File: src/rtl/pipe_mem_pkg.sv
// ----------------------------------------------------------------------------
// pipe_mem_pkg
// Shared definitions for the pipelined CPU memory responders.
//   - DATA_W_DEF / ADDR_W_DEF : default data and address widths
//   - WAIT_CNT_W              : width of the wait-state counter (LATENCY 0..15)
//   - state_e                 : responder FSM state (idle / wait / respond)
// ----------------------------------------------------------------------------
package pipe_mem_pkg;

    localparam int unsigned DATA_W_DEF = 8;
    localparam int unsigned ADDR_W_DEF = 4;
    localparam int unsigned WAIT_CNT_W = 4;

    typedef enum logic [1:0] {
        StIdle,
        StWait,
        StResp
    } state_e;

endpackage

File: src/rtl/pipe_dmem_array.sv
// ----------------------------------------------------------------------------
// pipe_dmem_array
// Register-file data memory, 2**ADDR_W words of DATA_W bits. Contents are not
// reset.
// Optional feature macro: DMEM_DBG_PORT_EN (adds the debug write/read port).
//
// Ports:
//   clk        in   clock
//   cpu_we     in   CPU write strobe
//   cpu_addr   in   CPU write address
//   cpu_wdata  in   CPU write data
//   rd_addr    in   CPU-side asynchronous read address
//   rd_data    out  mem[rd_addr]
//   dbg_we     in   debug write strobe            (DMEM_DBG_PORT_EN)
//   dbg_addr   in   debug write/read address      (DMEM_DBG_PORT_EN)
//   dbg_wdata  in   debug write data              (DMEM_DBG_PORT_EN)
//   dbg_rdata  out  mem[dbg_addr], asynchronous   (DMEM_DBG_PORT_EN)
// ----------------------------------------------------------------------------
module pipe_dmem_array
    import pipe_mem_pkg::*;
#(
    parameter int unsigned DATA_W = DATA_W_DEF,
    parameter int unsigned ADDR_W = ADDR_W_DEF
) (
    input  logic              clk,
    input  logic              cpu_we,
    input  logic [ADDR_W-1:0] cpu_addr,
    input  logic [DATA_W-1:0] cpu_wdata,
    input  logic [ADDR_W-1:0] rd_addr,
    output logic [DATA_W-1:0] rd_data
`ifdef DMEM_DBG_PORT_EN
    ,
    input  logic              dbg_we,
    input  logic [ADDR_W-1:0] dbg_addr,
    input  logic [DATA_W-1:0] dbg_wdata,
    output logic [DATA_W-1:0] dbg_rdata
`endif
);

    localparam int unsigned DEPTH = 2 ** ADDR_W;

    logic [DATA_W-1:0] mem [DEPTH];

    always_ff @(posedge clk) begin
`ifdef DMEM_DBG_PORT_EN
        if (dbg_we) begin
            mem[dbg_addr] <= dbg_wdata;
        end
`endif
        // Placed last so a same-address CPU store overrides the debug write.
        if (cpu_we) begin
            mem[cpu_addr] <= cpu_wdata;
        end
    end

    assign rd_data = mem[rd_addr];

`ifdef DMEM_DBG_PORT_EN
    assign dbg_rdata = mem[dbg_addr];
`endif

endmodule

File: src/rtl/pipe_dmem_responder.sv
// ----------------------------------------------------------------------------
// pipe_dmem_responder
// Data-memory responder for the CPU load/store port. Accepts one request at a
// time (valid/ready), waits LATENCY cycles, then issues a one-cycle response
// pulse carrying load data (or 0 for a store acknowledge).
// Optional feature macro: DMEM_DBG_PORT_EN (debug preload/inspect port).
//
// Ports:
//   clk        in   clock
//   rst        in   asynchronous active-high reset
//   req_valid  in   CPU request present
//   req_we     in   1 = store, 0 = load
//   req_addr   in   request address
//   req_wdata  in   store data
//   req_ready  out  high in idle; request accepted when valid && ready
//   rsp_valid  out  one-cycle response pulse
//   rsp_rdata  out  load data, 0 on store acknowledge
//   dbg_we     in   debug write strobe            (DMEM_DBG_PORT_EN)
//   dbg_addr   in   debug address                 (DMEM_DBG_PORT_EN)
//   dbg_wdata  in   debug write data              (DMEM_DBG_PORT_EN)
//   dbg_rdata  out  mem[dbg_addr], zero latency   (DMEM_DBG_PORT_EN)
// ----------------------------------------------------------------------------
module pipe_dmem_responder
    import pipe_mem_pkg::*;
#(
    parameter int unsigned DATA_W  = DATA_W_DEF,
    parameter int unsigned ADDR_W  = ADDR_W_DEF,
    parameter int unsigned LATENCY = 2
) (
    input  logic              clk,
    input  logic              rst,
    input  logic              req_valid,
    input  logic              req_we,
    input  logic [ADDR_W-1:0] req_addr,
    input  logic [DATA_W-1:0] req_wdata,
    output logic              req_ready,
    output logic              rsp_valid,
    output logic [DATA_W-1:0] rsp_rdata
`ifdef DMEM_DBG_PORT_EN
    ,
    input  logic              dbg_we,
    input  logic [ADDR_W-1:0] dbg_addr,
    input  logic [DATA_W-1:0] dbg_wdata,
    output logic [DATA_W-1:0] dbg_rdata
`endif
);

    state_e                state;
    logic [WAIT_CNT_W-1:0] wait_cnt;
    logic                  cap_we;
    logic [ADDR_W-1:0]     cap_addr;
    logic [DATA_W-1:0]     cap_wdata;

    logic [ADDR_W-1:0]     rd_addr;
    logic [DATA_W-1:0]     rd_data;
    logic                  mem_we;

    assign req_ready = (state == StIdle);

    // With LATENCY = 0 the response data is registered on the accept edge, so
    // the read port must look at the live request address while idle.
    assign rd_addr = (state == StIdle) ? req_addr : cap_addr;

    // Store commits on the edge that leaves the response state.
    assign mem_we = (state == StResp) && cap_we;

    pipe_dmem_array #(
        .DATA_W (DATA_W),
        .ADDR_W (ADDR_W)
    ) u_array (
        .clk       (clk),
        .cpu_we    (mem_we),
        .cpu_addr  (cap_addr),
        .cpu_wdata (cap_wdata),
        .rd_addr   (rd_addr),
        .rd_data   (rd_data)
`ifdef DMEM_DBG_PORT_EN
        ,
        .dbg_we    (dbg_we),
        .dbg_addr  (dbg_addr),
        .dbg_wdata (dbg_wdata),
        .dbg_rdata (dbg_rdata)
`endif
    );

    always_ff @(posedge clk or posedge rst) begin
        if (rst) begin
            state     <= StIdle;
            wait_cnt  <= '0;
            rsp_valid <= 1'b0;
            rsp_rdata <= '0;
            cap_we    <= 1'b0;
            cap_addr  <= '0;
            cap_wdata <= '0;
        end else begin
            rsp_valid <= 1'b0;
            case (state)
                StIdle: begin
                    if (req_valid) begin
                        cap_we    <= req_we;
                        cap_addr  <= req_addr;
                        cap_wdata <= req_wdata;
                        if (LATENCY > 0) begin
                            state    <= StWait;
                            wait_cnt <= WAIT_CNT_W'(LATENCY - 1);
                        end else begin
                            state     <= StResp;
                            rsp_valid <= 1'b1;
                            rsp_rdata <= req_we ? '0 : rd_data;
                        end
                    end
                end
                StWait: begin
                    if (wait_cnt == '0) begin
                        state     <= StResp;
                        rsp_valid <= 1'b1;
                        rsp_rdata <= cap_we ? '0 : rd_data;
                    end else begin
                        wait_cnt <= wait_cnt - 1'b1;
                    end
                end
                StResp: begin
                    state     <= StIdle;
                    rsp_rdata <= '0;
                end
                default: begin
                    state <= StIdle;
                end
            endcase
        end
    end

endmodule

File: config.mk
export PLATFORM = sky130hd
export DESIGN_NAME = pipe_dmem_responder
export DESIGN_NICKNAME = d
export VERILOG_FILES = /design/src/rtl/pipe_mem_pkg.sv /design/src/rtl/pipe_dmem_array.sv /design/src/rtl/pipe_dmem_responder.sv
export SDC_FILE = /design/constraint.sdc
export NUM_CORES = 1
export LEC_CHECK = 0
export ABC_AREA = 1
export CORE_MARGIN = 2
export CORE_UTILIZATION = 45
export CTS_CLUSTER_DIAMETER = 120
export CTS_CLUSTER_SIZE = 20
export DETAILED_ROUTE_END_ITERATION = 16
export GPL_ROUTABILITY_DRIVEN = 0
export GPL_TIMING_DRIVEN = 0
export PLACE_DENSITY = 0.67
export SLEW_MARGIN = 10
export SYNTH_ARGS = -nofsm -noshare
export SYNTH_HDL_FRONTEND = slang
export SYNTH_SLANG_ARGS = --single-unit
File: constraint.sdc
create_clock -name clk -period 2.16 [get_ports clk]
set_clock_uncertainty 0.1 [all_clocks]
set_input_delay 0.432 -clock clk [delete_from_list [all_inputs] [get_ports clk]]
set_output_delay 0.432 -clock clk [all_outputs]
set_load 0.01 [all_outputs]
==> results.py, run 1 <==
metrics = {
    "setup_path": {
        "cp_data_required_time_ns": 2.12,
        "critPathCaptureType": "flop",
        "critPathKind": "reg -> reg",
        "path_max_fanout": 8,
        "reg2reg_from": "state[0]",
        "reg2reg_to": "u_array.mem[9][4]",
        "cp-start-kind": "flop",
        "arrival_ns": 2.02,
        "r2r_cells": 4,
        "r2r_slack_ns": 0.09,
    },
    "yosys": {
        "synth-seq-cells": 156,
        "synth_cells": 563,
        "synthTopCellsByCount": "nand3_1 (167), nand2_1 (148), edfxtp_1 (128)",
        "synth_fa_ha_area_share_pct": 0.195,
        "synth_top_family_by_area": "simple AND/OR/NAND/NOR gates",
        "syn_avg_cell_area_um2": 11.4,
        "synth-compound-area-share_pct": 1.36,
        "ys.flop_type": "edfxtp_1",
        "syn-num-nets": 580,
        "synthTopCellsByArea": "edfxtp_1 (60%), nand3_1 (13%), dfrtp_1 (11%)",
        "synth-edff-count": 128,
        "synth_xor_area_share_pct": 0,
        "synth-simple-area-share_pct": 24.3,
        "yosysWarnings": 0,
        "synth_cell_types": 22,
        "synthArstFlopShare_pct": 17.9,
        "synth.most_common_cell": "nand3_1",
        "synth_mux_area_share_pct": 0,
        "synth_area_leader_cell": "edfxtp_1",
        "yosysSeqAreaShare_pct": 70.7,
        "synth_top_area_share_pct": 59.8,
        "syn_area_um2": 6430,
    },
    "grt": {
        "grt_pass1_vias": 4289,
        "antenna_found_initial": 0,
        "grt_pass1_wl_um": 22800,
        "grt_max_degree": 29,
        "grt_usage_pct": 21.1,
        "overflow": 0,
    },
    "route": {
        "antenna_left": 0,
        "vias": 4396,
        "dr.pass1.iters": 5,
        "wirelength_um": 15000,
        "drc_errors": 0,
        "viasPerCell": 5.50,
        "drtIter0Drc": 419,
        "post_drt_wl_per_cell_um": 18.8,
    },
    "status": {
        "status": "finished, final reports clean",
    },
    "clock_tree": {
        "ctsHoldBuffers": 0,
        "clkTransAtPathRegs_ns": 0.05,
        "cts_buffers": 17,
        "cts_buffer_depth": 2,
        "clk_latency_ns": 0.43,
        "cts_tree": "yes",
        "clockRootBuffer": "clkbuf_16",
        "clock_sinks": 156,
        "cts.htree.levels": 4,
        "post_cts.repair.setup_buffers": 0,
    },
    "power": {
        "ir_drop_v": 0.000923,
        "switching_power_uw": 4370,
        "seqPwrFrac_pct": 38.9,
        "p_leak_uw": 0.00284,
        "p_clk_share_pct": 25.3,
        "switching_share_pct": 38.4,
        "p_int_uw": 7010,
        "p_per_area_nw_per_um2": 1520,
        "comb_power_share_pct": 35.8,
    },
    "place": {
        "dp_hpwl_um": 10100,
        "place_ws_ns": -0.330,
        "io_buffer_count": 25,
    },
    "timing": {
        "max_slew_margin_pct": 32.0,
        "fin_tns_setup_ns": 0,
        "postLayoutSetupSlackWorst_ns": 0.0916,
        "finalMaxSlewViolations": 0,
        "hold_violations": 0,
        "fmax_mhz": 483,
        "setup_viol": 0,
        "fin_crit_sh_pct": 95.8,
        "holdWs_ns": 0.378,
        "fin_crit_ns": 2.07,
        "tightestPinTransition_ns": 1.02,
        "rsz0062_at_grt": "true",
    },
    "min_path": {
        "hold_end": "rsp_rdata[2]",
        "min_from": "rsp_rdata[2]",
        "min_path_type": "reg -> reg",
        "min_path_cells": 2,
    },
    "floorplan": {
        "rows": 43,
        "ios": 26,
        "die_w_um": 124,
        "core_um2": 13900,
        "initial_core_util_pct": 46.2,
        "die_y_um": 124,
        "dieArea_um2": 15300,
    },
    "final_layout": {
        "antenna-diode-count": 0,
        "nets": 624,
        "drive_above_1_share_pct": 10.7,
        "areaGrowthSynthToFinish_pct": 16.4,
    },
    "job": {
        "cap_viol_max_count": 0,
    },
}
[repair_timing]
action / CTS / global route
endpoints found under the setup margin: 1 / 13
resized for setup: 1 / 10
hold endpoints to repair: 0 / 0
[worst max-delay path: stages, from the launching register on]
cell     delay, ns
dfrtp_1       0.42
inv_2         0.09
and3_1        0.21
nand3_1       0.22
nor2_1        0.66
[per-layer routing]
layer  GRT usage [%]  routed length [µm]
met1            27.6                6350
met2            34.0                7390
met4            8.17                 272
met5               0                   0
met3            5.30                1040
[worst max-delay path by stage]
stage | slack [ns] | cells past startpoint | endpoint | startpoint
2_1_floorplan | 0.50 | 4 | u_array.mem[13][0] | state[0]
4_1_cts | 0.06 | 10 | rsp_rdata[1] | state[1]
3_5_place_dp | -0.33 | 11 | rsp_rdata[1] | req_addr[0]
6_report | 0.09 | 4 | u_array.mem[9][4] | state[0]
3_3_place_gp | -0.24 | 11 | rsp_rdata[2] | req_addr[0]
5_1_grt | -0.0003 | 10 | rsp_rdata[1] | state[1]
[flip-flops by register name (all words and copies together) (netlist names)]
signal,count
rsp_valid,1
u_array.mem,128
wait_cnt,4
rsp_rdata,8
cap_we,1
state,2
cap_addr,4
cap_wdata,8
[kinds of logic (layout without fill, tap and decap cells)]
| family | after synthesis | in the layout |
|---|---|---|
| AND/OR/NAND/NOR | 350 | 350 |
| flip-flops | 156 | 156 |
| buffers and inverters | 43 | 99 |
| AO/OA/AOI/OAI | 13 | 13 |
| adder cells (fa/ha/maj) | 1 | 1 |
[through the flow]
step	power (µW)	utilization (%)	cell area (µm²)	std cells
after global routing	12000	53.7	7480	799
after detailed placement	8490	49.6	6910	768
after CTS	11300	53.6	7470	799
after floorplan	6990	-	6430	563
final	11400	53.7	7480	799
after global placement	8380	49.6	6910	768
[layout make-up]
type | instances | area, µm²
fill | 1154 | 6450
sequential | 156 | 4540
multi-input combinational | 364 | 1670
clock buffer | 20 | 437
timing repair buffer | 25 | 249
tap | 180 | 225
buffer | 26 | 171
clock inverter | 11 | 126
inverter | 17 | 63.8
[power groups by stage]
| stage | Sequential, µW | Clock, µW | Combinational, µW |
|---|---|---|---|
| after floorplan | 4210 | 0 | 2780 |
| after global placement | 4460 | 0 | 3920 |
| after detailed placement | 4490 | 0 | 3990 |
| after CTS | 4430 | 2890 | 4000 |
| after global routing | 4480 | 3020 | 4490 |
| final | 4430 | 2880 | 4070 |
[cell usage in the layout, fill, tap and decap left out, drive strengths merged]
master / netlist / final
edfxtp: 128 / 128
clkdlybuf4s50: 0 / 24
ha: 1 / 1
nand3: 167 / 167
inv: 17 / 17
clkinv: 0 / 8
nand2: 154 / 154
nor2: 25 / 25
nor3: 3 / 3
dlygate4sd2: 0 / 1
clkbuf: 1 / 21
a21oi: 1 / 1
bufinv: 0 / 3
dfrtp: 28 / 28
and3: 1 / 1
buf: 25 / 25
o21ai: 12 / 12
Power figures use the tool's default switching activity.
==> run 2, diff against run 1 <==
--- a/config.mk
+++ b/config.mk
@@ -14,6 +14,7 @@
 export GPL_ROUTABILITY_DRIVEN = 0
 export GPL_TIMING_DRIVEN = 0
 export PLACE_DENSITY = 0.67
+export RECOVER_POWER = 25
 export SLEW_MARGIN = 10
 export SYNTH_ARGS = -nofsm -noshare
 export SYNTH_HDL_FRONTEND = slang
==> results of run 2 <==
Same layout as run 1: the final DEF is identical, and so are final timing and power.
==> run 3, diff against run 2 <==
==> constraint.sdc (replaced) <==
create_clock -name clk -period 2.55 [get_ports clk]
set_clock_uncertainty 0.1 [all_clocks]
set_input_delay 0.51 -clock clk [delete_from_list [all_inputs] [get_ports clk]]
set_output_delay 0.51 -clock clk [all_outputs]
set_load 0.01 [all_outputs]
==> run 3 against run 2 <==
- sequential share of layout area increased by 0.11 points
- via count about the same
- die area unchanged
- non-clock buffer count unchanged
- clock-buffer cell count unchanged
- first-iteration DRC count increased by 0.24%
- combinational power decreased by 16%
- total power decreased by 16%
- critical path depth decreased by 1
==> results.py, run 3 (same netlist as run 1, synthesis figures left out) <==
metrics = {
    "status": {
        "status": "finished, final reports clean",
    },
    "final_layout": {
        "final_cell_mix": "nand3_1 (167), nand2_1 (148), edfxtp_1 (128), dfrtp_1 (28), clkdlybuf4s50_1 (25)",
        "seqCellArea_um2": 4540,
        "areaGrowthSynthToFinish_pct": 16.1,
        "fillers": 1157,
        "multiInputGateArea_um2": 1660,
        "finalNonFillerCells": 799,
        "nets": 624,
        "antenna-diode-count": 0,
        "reg_top3": "u_array.mem (128), cap_wdata (8), rsp_rdata (8)",
        "drive_above_1_share_pct": 10.3,
        "largest_reg_flops": 128,
        "largest_register": "u_array.mem",
        "postLayoutCellArea_um2": 7470,
        "mostFrequentLayoutCell": "nand3_1",
    },
    "job": {
        "cap_viol_max_count": 0,
    },
    "clock_tree": {
        "cts_buffer_depth": 2,
        "cts_tree": "yes",
        "ctsHoldBuffers": 0,
        "clkTransAtPathRegs_ns": 0.06,
        "clockRootBuffer": "clkbuf_16",
        "clock_sinks": 156,
        "post_cts.repair.setup_buffers": 0,
        "cts.htree.levels": 4,
        "clk_latency_ns": 0.43,
        "cts_resized": 0,
        "cts_buffers": 17,
    },
    "timing": {
        "rsz0062_at_grt": "false",
        "hold_violations": 0,
        "setup_viol": 0,
        "fin_crit_ns": 2.34,
        "fmax_mhz": 427,
        "max_slew_margin_pct": 32.4,
        "postLayoutSetupSlackWorst_ns": 0.206,
        "finalMaxSlewViolations": 0,
        "fin_tns_setup_ns": 0,
        "fin_crit_sh_pct": 91.9,
        "tightestPinTransition_ns": 1.01,
    },
    "floorplan": {
        "core_um2": 13900,
        "dieArea_um2": 15300,
        "initial_core_util_pct": 46.2,
        "ios": 26,
        "die_y_um": 124,
        "die_w_um": 124,
        "rows": 43,
    },
    "setup_path": {
        "cp_cell_sequence": "nor2_4 > buf_6 > clkdlybuf4s50_1",
        "slowest_delay_ns": 0.55,
        "crit_start": "state[1]",
        "path_delay_family": "buffers and inverters",
        "path_max_fanout": 10,
        "arrival_ns": 1.73,
        "critPathKind": "reg -> out",
        "path_buf_inv": 2,
        "cp-start-kind": "flop",
        "reg2reg_from": "state[1]",
        "crit_slowest_cell": "clkdlybuf4s50_1",
        "critPathCaptureType": "primary output",
        "cp_data_required_time_ns": 1.94,
    },
    "route": {
        "vias": 4393,
        "drtIter0Drc": 420,
        "antenna_left": 0,
        "drc_errors": 0,
        "viasPerCell": 5.50,
        "post_drt_wl_per_cell_um": 18.8,
        "wirelength_um": 15000,
        "dr.pass1.iters": 5,
    },
    "place": {
        "place_inst": 768,
        "dp_hpwl_um": 10100,
        "place_ws_ns": -0.0178,
        "io_buffer_count": 25,
        "place_area_um2": 6910,
    },
    "power": {
        "power.total_uw": 9610,
        "p_int_uw": 5910,
        "switching_power_uw": 3700,
        "switching_share_pct": 38.5,
        "p_leak_uw": 0.00284,
        "p_clk_share_pct": 25.4,
        "p_per_area_nw_per_um2": 1290,
        "ir_drop_v": 0.000773,
        "seqPwrFrac_pct": 39.0,
        "comb_power_share_pct": 35.6,
    },
    "grt": {
        "grt_pass1_wl_um": 22800,
        "antenna_found_initial": 0,
        "grt_max_degree": 29,
        "grt_usage_pct": 21.1,
        "grt_pass1_vias": 4289,
        "overflow": 0,
    },
    "min_path": {
        "min_from": "rsp_rdata[2]",
        "min_path_type": "reg -> reg",
    },
}
==> run 3: cell types whose count changed in the layout (fill, tap and decap cells not counted), sizes merged <==
cell	previous run	this run
clkdlybuf4s50	24	25
dlygate4sd2	1	0
==> run 3: metrics by stage <==
stage               util (%)  hold slack, ns
finish                  53.6           0.378
global route            53.6           0.424
CTS                     53.6           0.385
detailed placement      49.6           0.370
global placement        49.6           0.372
floorplan                  -           0.383
==> run 3: layout make-up <==
class,count,share of cell area [%]
plain buffers,26,2.16
clock inverters,11,1.69
well taps,180,3.02
multi-input cells,364,22.2
repair buffers,25,3.35
flip-flops and latches,156,60.8
clock buffers,20,5.85
inverters,17,0.854
==> run 3: metal layers <==
layer	GRT usage (%)	share of wire [%]	vias up
met5	0	0	-
met4	8.17	2.1	0
met3	5.30	6.2	27
met2	34.0	49	153
met1	27.6	43	2145
li1	-	-	2068
==> run 3: tightest hold or removal path: stages, from the launching register on <==
cell and delay, ns:
dfrtp_1 0.34, nand2_1 0.05, nand2_1 0.05
==> run 3: power groups by stage <==
stage / sequential (µW) / clock, µW / combinational [µW]
after CTS: 3750 / 2450 / 3400
final: 3750 / 2440 / 3420
after global routing: 3800 / 2560 / 3780
after detailed placement: 3810 / 0 / 3380
after floorplan: 3560 / 0 / 2360
after global placement: 3780 / 0 / 3320
==> run 3: worst paths after layout <==
path / slack [ns] / to / depth (start not counted)
setup / recovery: 0.21 / req_ready / 3
hold / removal: 0.38 / rsp_rdata[2] / 2
setup reg to reg: 0.46 / rsp_rdata[1] / 10
hold reg to reg: 0.38 / rsp_rdata[2] / 2
max in group asynchronous: 1.20 / cap_we / 2
min in group asynchronous: 0.53 / rsp_rdata[4] / 2
